## src/rtl/param_sync_ram_pkg.sv

```systemverilog
// Shared types and helpers for param_sync_ram: FSM state encoding and even-parity generation.
package param_sync_ram_pkg;

  typedef enum logic {
    ST_INIT = 1'b0,
    ST_IDLE = 1'b1
  } state_t;

  // Widest word the parity helper accepts; DATA_W must not exceed this.
  localparam int unsigned PAR_MAX_W = 64;

  // Even parity over the low w bits of d: returns the bit that makes the total count of ones even.
  function automatic logic even_parity(input logic [PAR_MAX_W-1:0] d, input int unsigned w);
    logic p;
    p = 1'b0;
    for (int unsigned i = 0; i < PAR_MAX_W; i++) begin
      if (i < w) p = p ^ d[i];
    end
    return p;
  endfunction

endpackage

```

## src/rtl/param_sync_ram_core.sv

```systemverilog
// Storage array for param_sync_ram: one synchronous write port and one registered read port sharing an address.
module param_sync_ram_core #(
  parameter int unsigned WORD_W = 8,
  parameter int unsigned ADDR_W = 4
) (
  input  logic              clk,
  input  logic              rst_n,
  input  logic [ADDR_W-1:0] addr,
  input  logic              we,
  input  logic [WORD_W-1:0] wword,
  input  logic              re,
  output logic [WORD_W-1:0] rword
);

  localparam int unsigned DEPTH = 2 ** ADDR_W;

  logic [WORD_W-1:0] mem [DEPTH];
  logic [WORD_W-1:0] rword_q;

  // Array contents are deliberately not reset; the owner zero-fills them.
  always_ff @(posedge clk) begin
    if (we) mem[addr] <= wword;
  end

  // Read register holds its value between reads and clears on reset.
  always_ff @(posedge clk or negedge rst_n) begin
    if (!rst_n) begin
      rword_q <= '0;
    end else if (re) begin
      rword_q <= mem[addr];
    end
  end

  assign rword = rword_q;

endmodule

```

## src/rtl/param_sync_ram.sv

```systemverilog
// Single-port RAM with req/ready handshake, registered read data + rvalid, and a zero-fill engine after reset/clr.
// Optional feature macro: RAM_PARITY_EN (stores an even-parity bit per word and reports par_err on reads).
module param_sync_ram
  import param_sync_ram_pkg::*;
#(
  parameter int unsigned DATA_W = 8,
  parameter int unsigned ADDR_W = 4
) (
  input  logic              clk,
  input  logic              rst_n,
  input  logic              clr,
  input  logic              req,
  input  logic              we,
  input  logic [ADDR_W-1:0] addr,
  input  logic [DATA_W-1:0] wdata,
  output logic              ready,
  output logic              init_done,
  output logic [DATA_W-1:0] rdata,
  output logic              rvalid,
  output logic              par_err
);

  localparam int unsigned DEPTH = 2 ** ADDR_W;
`ifdef RAM_PARITY_EN
  localparam int unsigned MEM_W = DATA_W + 1;
`else
  localparam int unsigned MEM_W = DATA_W;
`endif

  state_t            state_q, state_d;
  logic [ADDR_W-1:0] fill_cnt_q, fill_cnt_d;
  logic              ready_q, init_done_q, init_done_d, rvalid_q;
  logic              fill_last_c;
  logic              mem_we, mem_re;
  logic [ADDR_W-1:0] mem_addr;
  logic [MEM_W-1:0]  mem_wword, req_wword, mem_rword;

`ifdef RAM_PARITY_EN
  assign req_wword = {even_parity(PAR_MAX_W'(wdata), DATA_W), wdata};
`else
  assign req_wword = wdata;
`endif

  assign fill_last_c = (fill_cnt_q == ADDR_W'(DEPTH - 1));

  // Next-state, fill sequencing and storage-port steering.
  always_comb begin
    state_d     = state_q;
    fill_cnt_d  = fill_cnt_q;
    init_done_d = init_done_q;
    mem_we      = 1'b0;
    mem_re      = 1'b0;
    mem_addr    = addr;
    mem_wword   = req_wword;
    case (state_q)
      ST_INIT: begin
        mem_we     = 1'b1;
        mem_addr   = fill_cnt_q;
        mem_wword  = '0;
        fill_cnt_d = fill_cnt_q + ADDR_W'(1);
        if (fill_last_c) begin
          state_d     = ST_IDLE;
          init_done_d = 1'b1;
        end
      end
      ST_IDLE: begin
        // clr takes priority and drops any request presented with it.
        if (clr) begin
          state_d    = ST_INIT;
          fill_cnt_d = '0;
        end else if (req && ready_q) begin
          mem_we = we;
          mem_re = !we;
        end
      end
    endcase
  end

  always_ff @(posedge clk or negedge rst_n) begin
    if (!rst_n) begin
      state_q     <= ST_INIT;
      fill_cnt_q  <= '0;
      ready_q     <= 1'b0;
      init_done_q <= 1'b0;
      rvalid_q    <= 1'b0;
    end else begin
      state_q     <= state_d;
      fill_cnt_q  <= fill_cnt_d;
      ready_q     <= (state_d == ST_IDLE);
      init_done_q <= init_done_d;
      rvalid_q    <= mem_re;
    end
  end

  param_sync_ram_core #(
    .WORD_W (MEM_W),
    .ADDR_W (ADDR_W)
  ) u_core (
    .clk   (clk),
    .rst_n (rst_n),
    .addr  (mem_addr),
    .we    (mem_we),
    .wword (mem_wword),
    .re    (mem_re),
    .rword (mem_rword)
  );

  assign ready     = ready_q;
  assign init_done = init_done_q;
  assign rvalid    = rvalid_q;
  assign rdata     = mem_rword[DATA_W-1:0];

`ifdef RAM_PARITY_EN
  // Check is made on the registered read word, so it lines up with rdata and is gated by rvalid.
  assign par_err = rvalid_q &&
                   (even_parity(PAR_MAX_W'(mem_rword[DATA_W-1:0]), DATA_W) != mem_rword[DATA_W]);
`else
  assign par_err = 1'b0;
`endif

endmodule
```

## config.mk

```make
export PLATFORM = sky130hd
export DESIGN_NAME = param_sync_ram
export DESIGN_NICKNAME = d
export VERILOG_FILES = /design/src/rtl/param_sync_ram_pkg.sv /design/src/rtl/param_sync_ram_core.sv /design/src/rtl/param_sync_ram.sv
export SDC_FILE = /design/constraint.sdc
export NUM_CORES = 1
export LEC_CHECK = 0
export ABC_AREA = 1
export CORE_ASPECT_RATIO = 0.8
export CORE_UTILIZATION = 50
export CTS_BUF_LIST = sky130_fd_sc_hd__clkbuf_16
export DETAILED_ROUTE_END_ITERATION = 6
export PLACE_DENSITY = 0.67
export SLEW_MARGIN = 10
export SYNTH_ARGS = -nofsm -noshare
export SYNTH_HDL_FRONTEND = slang
export SYNTH_SLANG_ARGS = --single-unit
```

## constraint.sdc

```tcl
create_clock -name clk -period 3.4 [get_ports clk]
set_input_delay 0.68 -clock clk [delete_from_list [all_inputs] [get_ports clk]]
set_output_delay 0.68 -clock clk [all_outputs]
set_load 0.005 [all_outputs]
```

After elaboration in Yosys (flattened, before gate mapping)
Memory sizes are Yosys's and may differ from the RTL's. A register that Yosys moved wholly into a read port is not among the register bits.
Index checks and enable logic that the tools add are counted.
W data, S select, Z words.

word-level totals
  logic and storage cells = 28
  output and inout port bits = 12
  bits of input ports = 17
  register bits = 7
  memories = 1
  bits in writable memories = 128

cells by class
  muxes and demuxes = 15
  bitwise logic cells = 1
  equality and inequality tests = 2
  reduce and logical (&&, ||, !) cells = 4
  add/sub/neg operators = 1

memory list
  name        words  bits a word  rd ports  clocked after Yosys merged registers in  wr ports  RTL line                   RTL
  u_core.mem  16     8            1         1                                        1         param_sync_ram_core.sv:17  logic [WORD_W-1:0] mem [DEPTH];

operators by type and width
  kind                   number
  $mux W1                9
  $mux W4                2
  $mux W8                1
  $pmux W4 S2            1
  $add A4 B1 Y4 const B  1
  $eq A4 B4 Y1 const B   1
  $pmux W1 S2            2
  $logic_not A1 Y1       2
  $ne A2 B2 Y1 const B   1
  $reduce_and A2 Y1      1
  $logic_and A1 B1 Y1    1
  $not A1 Y1             1

Depth between registers and ports, before layout
Gate-level depths: netlist of the first run.

  depth after elaboration = 6
  depth in mapped cells = 12

Cells and area by module
From an unflattened synthesis of the first run, not the netlist that was laid out.

second synthesis, totals
  cells, all modules = 588
  area, all modules = 6085.8 sq um

modules (own cells, without submodules)
  module               cells each  seq. area each (sq um)  instances  area each (sq um)
  param_sync_ram_core  521         4043.9                  1          5609.1
  param_sync_ram       67          175.2                   1          476.7

Least setup slack after synthesis of the first run
Ideal clock, no wire load.

  kind = input to register
  start point = input port addr[0]
  end point = memory u_core.mem[10][0], enable pin
  data arrival time = 1670 ps
  buffers on the path = 1
  slack = 1360 ps
  cell stages on the path = 6
  path through = inv_1 nand2_4 nand2_2 buf_2 nand3_1 nor2_1

on the way
  longest elaborated chain between the ends = 1

ends and longest elaborated chain
  element          RTL line                   RTL
  start, declared  param_sync_ram.sv:14       input logic [ADDR_W-1:0] addr,
  $mux W4          param_sync_ram.sv:55       case (state_q)
  end, declared    param_sync_ram_core.sv:17

No other way between the ends.

Worst setup path after layout of the first run
  start point = register ready_q (netlist: ready)
  end point = memory u_core.mem[1][4], enable pin

on the way
  longest elaborated chain between the ends = 6

ends and longest elaborated chain
  element                        RTL line                   RTL
  start, declared                param_sync_ram.sv:32       logic ready_q, init_done_q, init_done_d, rvalid_q;
  start signal, assigned         param_sync_ram.sv:89       ready_q <= (state_d == ST_IDLE);
  $logic_and A1 B1 Y1            param_sync_ram.sv:71       end else if (req && ready_q) begin
  $mux W1                        param_sync_ram.sv:71
  $mux W1                        param_sync_ram.sv:68       if (clr) begin
  $pmux W1 S2                    param_sync_ram.sv:55
  $mux W1                        param_sync_ram_core.sv:22  if (we) mem[addr] <= wword;
  $mux W1 (implied by the code)  param_sync_ram_core.sv:22

Several ways; a longest one is shown, not always the timed one.

==> impl_metrics.ini, run 1 <==
[sta]
hold_slack_ns = 0.467
setup_viol = 0
achievable-frequency_mhz = 392
setup_tns_ns = 0
post-route-period-util_pct = 75.1
worst_slew_margin_rel_pct = 51.4
grt_setup_unrepaired = no
final_hold_viol_count = 0
clock_skew_ns = 0.0105
slew_violations = 0
finalWorstPathRequiredPeriod_ns = 2.55
tightestPinTransition_ns = 0.728

[floorplan]
floorplan.initialDensity_pct = 52.5
dieArea_sq_um = 12800
rows = 35
fp.dieH_um = 101
boundaryPins = 29
die_width_um = 126
coreArea_sq_um = 11800

[synthesis]
synth.top_cells.by_area = sky130_fd_sc_hd__edfxtp_1 62%, sky130_fd_sc_hd__nand2_1 16%, sky130_fd_sc_hd__nand3_1 7.0%
netlist.area_leader.share_pct = 62.2
synth_commonest_cells = 258 x sky130_fd_sc_hd__nand2_1, 128 x sky130_fd_sc_hd__edfxtp_1, 87 x sky130_fd_sc_hd__nand3_1, 40 x sky130_fd_sc_hd__nor2_1, 21 x sky130_fd_sc_hd__inv_1
syn_area_sq_um = 6180
synthMostInstantiatedCell = sky130_fd_sc_hd__nand2_1
synth.yosys.warnings = 0
gate_count_of_the_mapped_netlist = 600
async_reset_ff_share_pct = 10.5
yosysUniqueCellTypes = 23
ys_seq_elements = 143
dominantRegCellSynth = sky130_fd_sc_hd__edfxtp_1
syn-mean-instance-area_sq_um = 10.3
syn_nets = 618
synth_top_cell_by_area = sky130_fd_sc_hd__edfxtp_1
synth_sequential_area_ratio_pct = 68.2
synth_enable_flop_cells = 128

[clock_tree]
ctsHoldBuffers = 0
cts_buffers = 17
post-cts-setup-buffers = 0
htreeDepth = 4
worst_skew_pair.late_latency_ns = 0.41
clk_path_buf_depth = 2
clock-sinks = 143
clock_transition_at_the_registers_of_the_reported_paths_ns = 0.06
cts-resized-gates = 0
clock_tree_from_tritoncts = built
cts.root.buffer_cell = sky130_fd_sc_hd__clkbuf_16

[run]
drv.max_cap_violation_count = 0

[critical_path]
timing.critical_path.to_type = flip-flop
start_kind = flip-flop
required_ns = 3.44
rr_startpoint = ready
critical_path_class = reg2reg
crit_fanout = 13
critPathArrivalTime_ns = 2.59
timing.critical_path.from = ready
worst_r2r_path_depth = 7

[hold_path]
min-delay-path-class = reg2reg
worst_hold_startpoint = init_done
worstHoldPathCells = 2

[power]
maximum_vdd_drop_uv = 561
pwr_density_cell_nw_per_um2 = 1070
power.static_leakage_nw = 3.05

[global_routing]
overflow = 0
gr-usage-all-layers_pct = 25.4
grt_first_pass_wirelength_um = 23400
antenna_found_initial = 0
grt_start_max_net_pins = 50
first_global_vias = 4358

[cells_and_area]
layout_cells_sized_above_1_pct = 10.2
design.final.nets = 659
final_cell_count_no_fill = 802
filler_cell_count = 949
area.growth.synth_to_final_pct = 17.1
final-seq-area_sq_um = 4220
diodes = 0
multi_input_combinational_cell_area_sq_um = 1720

[route]
routed-via-count = 4391
highest-signal-layer = met4
drt_pre_antenna_iters = 5
drt_drc_violations_left = 0
routed_wl_um = 14800
vias_per_cell = 5.48
post_drt_antenna_nets = 0
drt_iter0_markers = 450
dr_wl_met3_um = 1080
met1Wirelength_um = 6760
detailroute.wirelength.met2_um = 6660
avgRoutedWirePerCell_um = 18.4

[placement]
routabilityCongestion = 0.889
place_hpwl_um = 9590
place.port_buffers = 27
dp_cells = 770

[status]
outcome = finished, final reports clean
==> layout by cell type, fill, tap and decap left out <==
cell                              synthesis  layout
sky130_fd_sc_hd__a21oi_1                  1       1
sky130_fd_sc_hd__a211oi_1                 1       1
sky130_fd_sc_hd__o21ai_4                  1       1
sky130_fd_sc_hd__o21ai_2                  1       1
sky130_fd_sc_hd__a21oi_2                  1       1
sky130_fd_sc_hd__clkdlybuf4s50_1          0      27
sky130_fd_sc_hd__clkinv_2                 0       2
sky130_fd_sc_hd__nand2_1                258     258
sky130_fd_sc_hd__inv_6                    0       2
sky130_fd_sc_hd__nand2_4                  1       1
sky130_fd_sc_hd__clkinv_1                 0       1
sky130_fd_sc_hd__nand3_1                 87      87
sky130_fd_sc_hd__edfxtp_1               128     128
sky130_fd_sc_hd__nor2_2                   3       3
sky130_fd_sc_hd__ha_1                     1       1
sky130_fd_sc_hd__o21ai_0                  4       4
sky130_fd_sc_hd__clkinv_4                 0       3
sky130_fd_sc_hd__nand2_2                  5       5
sky130_fd_sc_hd__buf_4                    7      22
sky130_fd_sc_hd__clkinvlp_4               0       2
sky130_fd_sc_hd__inv_2                    3       3
sky130_fd_sc_hd__dfrtp_1                 15      15
sky130_fd_sc_hd__bufinv_16                0       3
sky130_fd_sc_hd__clkbuf_16                0      17
sky130_fd_sc_hd__inv_1                   21      23
sky130_fd_sc_hd__nor3b_4                  1       1
sky130_fd_sc_hd__conb_1                   1       1
sky130_fd_sc_hd__nor2_1                  40      40
==> power breakdown <==
group	switching, mW	internal (mW)	total (mW)
Clock	0.703	1.15	1.85
Sequential	0.151	2.55	2.70
Combinational	2.29	0.936	3.22
==> per-layer routing <==
metal	GRT usage, %	up-vias
li1	-	2075
met1	35.8	2115
met2	39.2	177
met3	5.65	24
met4	9.36	0
met5	0	-
==> sequential cells by signal, indices dropped and copies added (netlist names) <==
register      flops
u_core.mem      128
rvalid            1
fill_cnt_q        4
ready             1
init_done         1
u_core.rword      8
==> cells by family after synthesis <==
group | after synthesis | share of synthesized area, %
compound gates | 9 | 1.07
simple gates | 395 | 26.4
fa+ha+maj | 1 | 0.202
other cells | 1 | 0.0606
buf+inv | 51 | 4.01
flops | 143 | 68.2
==> path summary, 6_finish.rpt <==
check | end | slack (ns)
setup / recovery | u_core.mem[1][4] | 0.85
hold / removal | init_done | 0.47
setup reg to reg | u_core.mem[1][4] | 0.85
hold reg to reg | init_done | 0.47
max in group asynchronous | u_core.rword[2] | 2.25
min in group asynchronous | u_core.rword[4] | 0.70
==> layout make-up <==
type / count / share of cell area [%]
Sequential cell: 143 / 58.3
Multi-Input combinational cell: 406 / 23.7
Timing Repair Buffer: 49 / 6.01
Clock buffer: 17 / 5.87
Tap cell: 148 / 2.56
Clock inverter: 15 / 2.35
Inverter: 24 / 1.24
==> critical path: stages, from the launching register on <==
cell and delay, ns:
sky130_fd_sc_hd__dfrtp_1 0.53, sky130_fd_sc_hd__buf_4 0.30, sky130_fd_sc_hd__nor2_2 0.10, sky130_fd_sc_hd__a21oi_2 0.19, sky130_fd_sc_hd__inv_1 0.10, sky130_fd_sc_hd__nor2_2 0.27
sky130_fd_sc_hd__inv_1 0.14, sky130_fd_sc_hd__nor2_1 0.55
==> through the flow <==
step	worst slack [ns]	utilization (%)	instance area (sq um)	power [mW]
after global routing	0.599	61.5	7240	8.28
final	0.848	61.5	7240	7.77
after CTS	0.850	61.5	7240	7.78
after floorplan	1.36	-	6180	4.87
after detailed placement	0.600	56.4	6650	5.91
after global placement	0.656	56.4	6650	5.84
(Power assumes the default switching activity.)
==> run 2: changes to the inputs <==
--- a/config.mk
+++ b/config.mk
@@ -10,7 +10,7 @@
 export CORE_UTILIZATION = 50
 export CTS_BUF_LIST = sky130_fd_sc_hd__clkbuf_16
 export DETAILED_ROUTE_END_ITERATION = 6
-export PLACE_DENSITY = 0.67
+export PLACE_DENSITY = 0.7
 export SLEW_MARGIN = 10
 export SYNTH_ARGS = -nofsm -noshare
 export SYNTH_HDL_FRONTEND = slang
==> constraint.sdc (replaced) <==
create_clock -name clk -period 2.2 [get_ports clk]
set_input_delay 0.44 -clock clk [delete_from_list [all_inputs] [get_ports clk]]
set_output_delay 0.44 -clock clk [all_outputs]
set_load 0.005 [all_outputs]
==> run 2 against run 1 <==
Compared with the run above: wire length grew 5.5%; power increased by 60%; die area is the same; cell count grew 3.4%; global-route usage up 1.0 points; clock-buffer cell count increased by 3; first-iteration DRC count is 4.2% lower; sequential power up 56%; combinational power up 71%; utilization increased by 2.2 points; clock power up 49%.
==> impl_metrics.ini, run 2 (synthesis results as in run 1) <==
[floorplan]
rows = 35
dieArea_sq_um = 12800
boundaryPins = 29
die_width_um = 126
fp.dieH_um = 101
coreArea_sq_um = 11800
floorplan.initialDensity_pct = 52.5

[global_routing]
gr-usage-all-layers_pct = 26.4
antenna_found_initial = 0
met1_track_demand_over_resource_in_global_routing_pct = 35.4
first_global_vias = 4491
grt-busiest-layer = met2
grt_start_max_net_pins = 33
met2_usage_pct = 40.5
global_route.usage.met3_pct = 7.13
grt_first_pass_wirelength_um = 24200
overflow = 0

[sta]
hold_slack_ns = 0.446
slew_violations = 0
grt_setup_unrepaired = no
final_hold_viol_count = 0
clock_skew_ns = 0.00859
worst_slew_margin_rel_pct = 51.3
tightestPinTransition_ns = 0.728
setup_viol = 0
finalWorstPathRequiredPeriod_ns = 2.03
post-route-period-util_pct = 92.1
setup_tns_ns = 0
setup_ws_ns = 0.175
achievable-frequency_mhz = 494

[power]
power.static_leakage_nw = 3.19
maximum_vdd_drop_uv = 857
pwr_density_cell_nw_per_um2 = 1660

[route]
post_drt_antenna_nets = 0
drt_pre_antenna_iters = 5
drt_drc_violations_left = 0
avgRoutedWirePerCell_um = 18.8
drt_iter0_markers = 431
routed_wl_um = 15600
vias_per_cell = 5.56
routed-via-count = 4609

[hold_path]
min-delay-path-class = in2async

[placement]
dp_slack_ns = 0.0119
dp_cells = 797
placed_area_sq_um = 6910
place_hpwl_um = 10500
place.port_buffers = 27
routabilityCongestion = 0.955

[status]
outcome = finished, final reports clean

[critical_path]
required_ns = 1.76
timing.critical_path.to_type = primary output
critical_path_class = reg2out
crit_fanout = 16
crit-reg2reg-capture = u_core.mem[15][4]
ff2ff_setup_slack_ns = 0.24
critPathArrivalTime_ns = 1.59
rr_startpoint = ready
worst_r2r_path_depth = 6
start_kind = flip-flop

[cells_and_area]
design.final.nets = 686
final_area_sq_um = 7500
layout_cells_sized_above_1_pct = 14.0
diodes = 0
final_cell_count_no_fill = 829
largest_reg_flops = 128
mostFrequentLayoutCell = sky130_fd_sc_hd__nand2_1
area.growth.synth_to_final_pct = 21.3
register_with_the_highest_flop_count = u_core.mem
mostFrequentLayoutCells = 258 x sky130_fd_sc_hd__nand2_1, 128 x sky130_fd_sc_hd__edfxtp_1, 87 x sky130_fd_sc_hd__nand3_1, 43 x sky130_fd_sc_hd__buf_4, 40 x sky130_fd_sc_hd__nor2_1

[clock_tree]
cts_buffers = 17
clock-sinks = 143
htreeDepth = 4
clk_path_buf_depth = 2
clock_transition_at_the_registers_of_the_reported_paths_ns = 0.06
cts.root.buffer_cell = sky130_fd_sc_hd__clkbuf_16
worst_skew_pair.late_latency_ns = 0.42
ctsHoldBuffers = 0
clock_tree_from_tritoncts = built

[run]
drv.max_cap_violation_count = 0
==> run 2: cell count changes in the layout (fill, tap and decap cells not counted), sizes merged <==
cell / previous run / this run
buf: 22 / 49
bufinv: 3 / 0
clkbuf: 17 / 20
clkinvlp: 2 / 4
clkinv: 6 / 5
inv: 28 / 27
==> run 2: worst max-delay path: stages, from the launching register on <==
cell,delay [ns]
sky130_fd_sc_hd__dfrtp_2,0.48
sky130_fd_sc_hd__buf_12,0.18
sky130_fd_sc_hd__clkdlybuf4s50_1,0.51
==> run 2: worst max-delay path by stage <==
stage,start,end,slack (ns),cells after the start
3_5_place_dp,addr[0],u_core.mem[15][5],0.01,6
3_3_place_gp,addr[0],u_core.mem[15][1],0.03,6
5_1_grt,ready,u_core.rword[7],0.11,12
4_1_cts,ready,ready,0.08,2
2_1_floorplan,ready,u_core.mem[0][0],0.28,7
6_report,ready,ready,0.17,2
==> run 2: through the flow <==
step | util (%) | power [mW]
after floorplan | - | 7.53
after global placement | 58.7 | 9.51
after detailed placement | 58.7 | 9.60
after CTS | 63.6 | 12.4
after global routing | 63.7 | 13.2
final | 63.7 | 12.5
==> run 2: where the power goes <==
group / internal [mW] / switching, mW
Sequential: 3.94 / 0.260
Clock: 1.64 / 1.11
Combinational: 1.87 / 3.65
==> run 2: per-layer routing <==
metal	vias to the layer above	part of all wire [%]
li1	2135	-
met5	-	0
met3	48	8.7
met1	2202	43
met4	0	2.6
met2	224	46
==> run 2: area by class of cell <==
type / instances / area [sq um]
timing repair buffer: 76 / 704
fill: 881 / 4280
clock buffer: 20 / 500
multi-input combinational: 406 / 1720
inverter: 24 / 90.1
sequential: 143 / 4220
tap: 148 / 185
clock inverter: 12 / 81.3
==> run 2: repair_timing <==
action / in CTS / in global routing
setup endpoints to repair: 0 / 2
setup buffers: 0 / 0
gates resized for setup: 0 / 2
endpoints found under the hold margin: 0 / 0
==> run 3: changes to the inputs <==
==> constraint.sdc (replaced) <==
create_clock -name clk -period 2.2 [get_ports clk]
set_input_delay 0.44 -clock clk [delete_from_list [all_inputs] [get_ports clk]]
set_output_delay 0.44 -clock clk [all_outputs]
set_load 0.05 [all_outputs]
==> run 3 against run 2 <==
Compared with the run above: global-route usage increased by 0.83 points; clock-buffer cell count decreased by 3; sequential share of layout area decreased by 0.52 points; final area increased by 0.90%; non-clock buffer count increased by 1; die area unchanged; cell count unchanged; via count decreased by 0.43%; sequential cell count unchanged; combinational power increased by 6.0%; power increased by 6.2%; fmax decreased by 4.0%; largest power group unchanged; highest routed layer unchanged.
==> impl_metrics.ini, run 3 (synthesis results as in run 1) <==
[status]
outcome = finished, final reports clean

[global_routing]
antenna_found_initial = 0
overflow = 0
first_global_vias = 4594
gr-usage-all-layers_pct = 27.3
grt_first_pass_wirelength_um = 25000
grt_start_max_net_pins = 29

[sta]
slew_violations = 0
setup_viol = 0
clock_skew_ns = 0.0105
final_hold_viol_count = 0
grt_setup_unrepaired = no
setup_tns_ns = 0
post-route-period-util_pct = 95.9
achievable-frequency_mhz = 474
tightestPinTransition_ns = 0.829
finalWorstPathRequiredPeriod_ns = 2.11
worst_slew_margin_rel_pct = 44.6

[clock_tree]
ctsHoldBuffers = 0
clock_transition_at_the_registers_of_the_reported_paths_ns = 0.06
clk_path_buf_depth = 2
worst_skew_pair.late_latency_ns = 0.42
clock-sinks = 143
post-cts-setup-buffers = 0
cts-resized-gates = 0
clock_tree_from_tritoncts = built
cts_buffers = 17
htreeDepth = 4
cts.root.buffer_cell = sky130_fd_sc_hd__clkbuf_16

[route]
drt_iter0_markers = 448
vias_per_cell = 5.54
post_drt_antenna_nets = 0
routed-via-count = 4589
avgRoutedWirePerCell_um = 19.5
routed_wl_um = 16200
drt_drc_violations_left = 0
drt_pre_antenna_iters = 5

[cells_and_area]
diodes = 0
final_area_sq_um = 7570
mostFrequentLayoutCell = sky130_fd_sc_hd__nand2_1
register_with_the_highest_flop_count = u_core.mem
layout_cells_sized_above_1_pct = 14.0
postLayoutCoreUtil_pct = 64.2
filler_cell_count = 904
design.final.nets = 687
largest_reg_flops = 128
mostFrequentLayoutCells = 258 x sky130_fd_sc_hd__nand2_1, 128 x sky130_fd_sc_hd__edfxtp_1, 87 x sky130_fd_sc_hd__nand3_1, 46 x sky130_fd_sc_hd__buf_4, 40 x sky130_fd_sc_hd__nor2_1
area.growth.synth_to_final_pct = 22.4

[power]
comb_power_share_pct = 44.2
total_power_mw = 13.2
p_switching_mw = 5.30
cell_internal_pwr_mw = 7.94
share_seq_of_total_power_pct = 31.8
pwr_density_cell_nw_per_um2 = 1750
power.static_leakage_nw = 3.25
maximum_vdd_drop_uv = 1120
switching_share_pct = 40.0
clockPowerShare_pct = 24.0

[placement]
place.port_buffers = 27
placed_area_sq_um = 6920
routabilityCongestion = 0.963
place_hpwl_um = 10700

[floorplan]
coreArea_sq_um = 11800
floorplan.initialDensity_pct = 52.5
fp.dieH_um = 101
boundaryPins = 29
rows = 35
dieArea_sq_um = 12800
die_width_um = 126

[critical_path]
critical_path_class = reg2out
start_kind = flip-flop
critPathTopFamily = buffers and inverters
critPathBufInv = 1
required_ns = 1.76
timing.critical_path.cells = clkdlybuf4s50_1
crit-reg2reg-capture = u_core.mem[13][5]
critPathArrivalTime_ns = 1.67
crit_fanout = 2
crit_path_top_delay_cell = sky130_fd_sc_hd__clkdlybuf4s50_1
timing.critical_path.to_type = primary output
rr_startpoint = ready
setup.worst_path.end = rdata[6]
timing.critical_path.from = u_core.rword[6]
worst_r2r_path_depth = 8
depth_of_the_critical_timing_path_with_buffers_and_inverters_included = 1
ff2ff_setup_slack_ns = 0.24
cp_slowest_stage_delay_ns = 0.83

[run]
drv.max_cap_violation_count = 0

[hold_path]
min-delay-path-class = in2async
run 3: final cells by class:
cell class | instances | area [sq um] | share of cell area [%]
inverter | 24 | 90.1 | 1.19
tap | 148 | 185 | 2.45
multi-input combinational | 406 | 1720 | 22.7
timing repair buffer | 77 | 706 | 9.33
clock inverter | 14 | 224 | 2.96
sequential | 143 | 4220 | 55.8
clock buffer | 17 | 425 | 5.62
run 3: routing by layer:
layer	vias to the layer above	routed length, um	share of wire (%)	track usage [%]
met1	2186	6940	43	36.1
li1	2135	-	-	-
met3	48	1340	8.3	6.97
met2	220	7420	46	43.6
met5	-	0	0	0
met4	0	461	2.9	10.9
run 3: per-stage QoR:
step	hold slack, ns	worst slack, ns	instances
final	0.498	0.0897	829
after global routing	0.540	0.0735	829
after CTS	0.493	0.0890	829
after detailed placement	0.501	-0.0274	798
after global placement	0.498	-0.0123	798
after floorplan	0.144	-0.0486	600
run 3: power groups by stage:
| stage | sequential, mW | combinational (mW) | clock (mW) |
|---|---|---|---|
| 2_1_floorplan | 4.45 | 3.38 | 0 |
| 5_1_grt | 4.25 | 6.40 | 3.32 |
| 4_1_cts | 4.20 | 5.77 | 3.21 |
| 6_report | 4.21 | 5.85 | 3.17 |
| 3_3_place_gp | 4.23 | 5.59 | 0 |
| 3_5_place_dp | 4.24 | 5.71 | 0 |
run 3: how the worst min path moves through the flow:
stage	startpoint	to	slack (ns)
4_1_cts	rst_n	ready	0.49
2_1_floorplan	rst_n	fill_cnt_q[0]	0.14
3_3_place_gp	init_done	init_done	0.50
6_report	rst_n	u_core.rword[7]	0.50
3_5_place_dp	u_core.rword[3]	u_core.rword[3]	0.50
5_1_grt	rst_n	rvalid	0.54
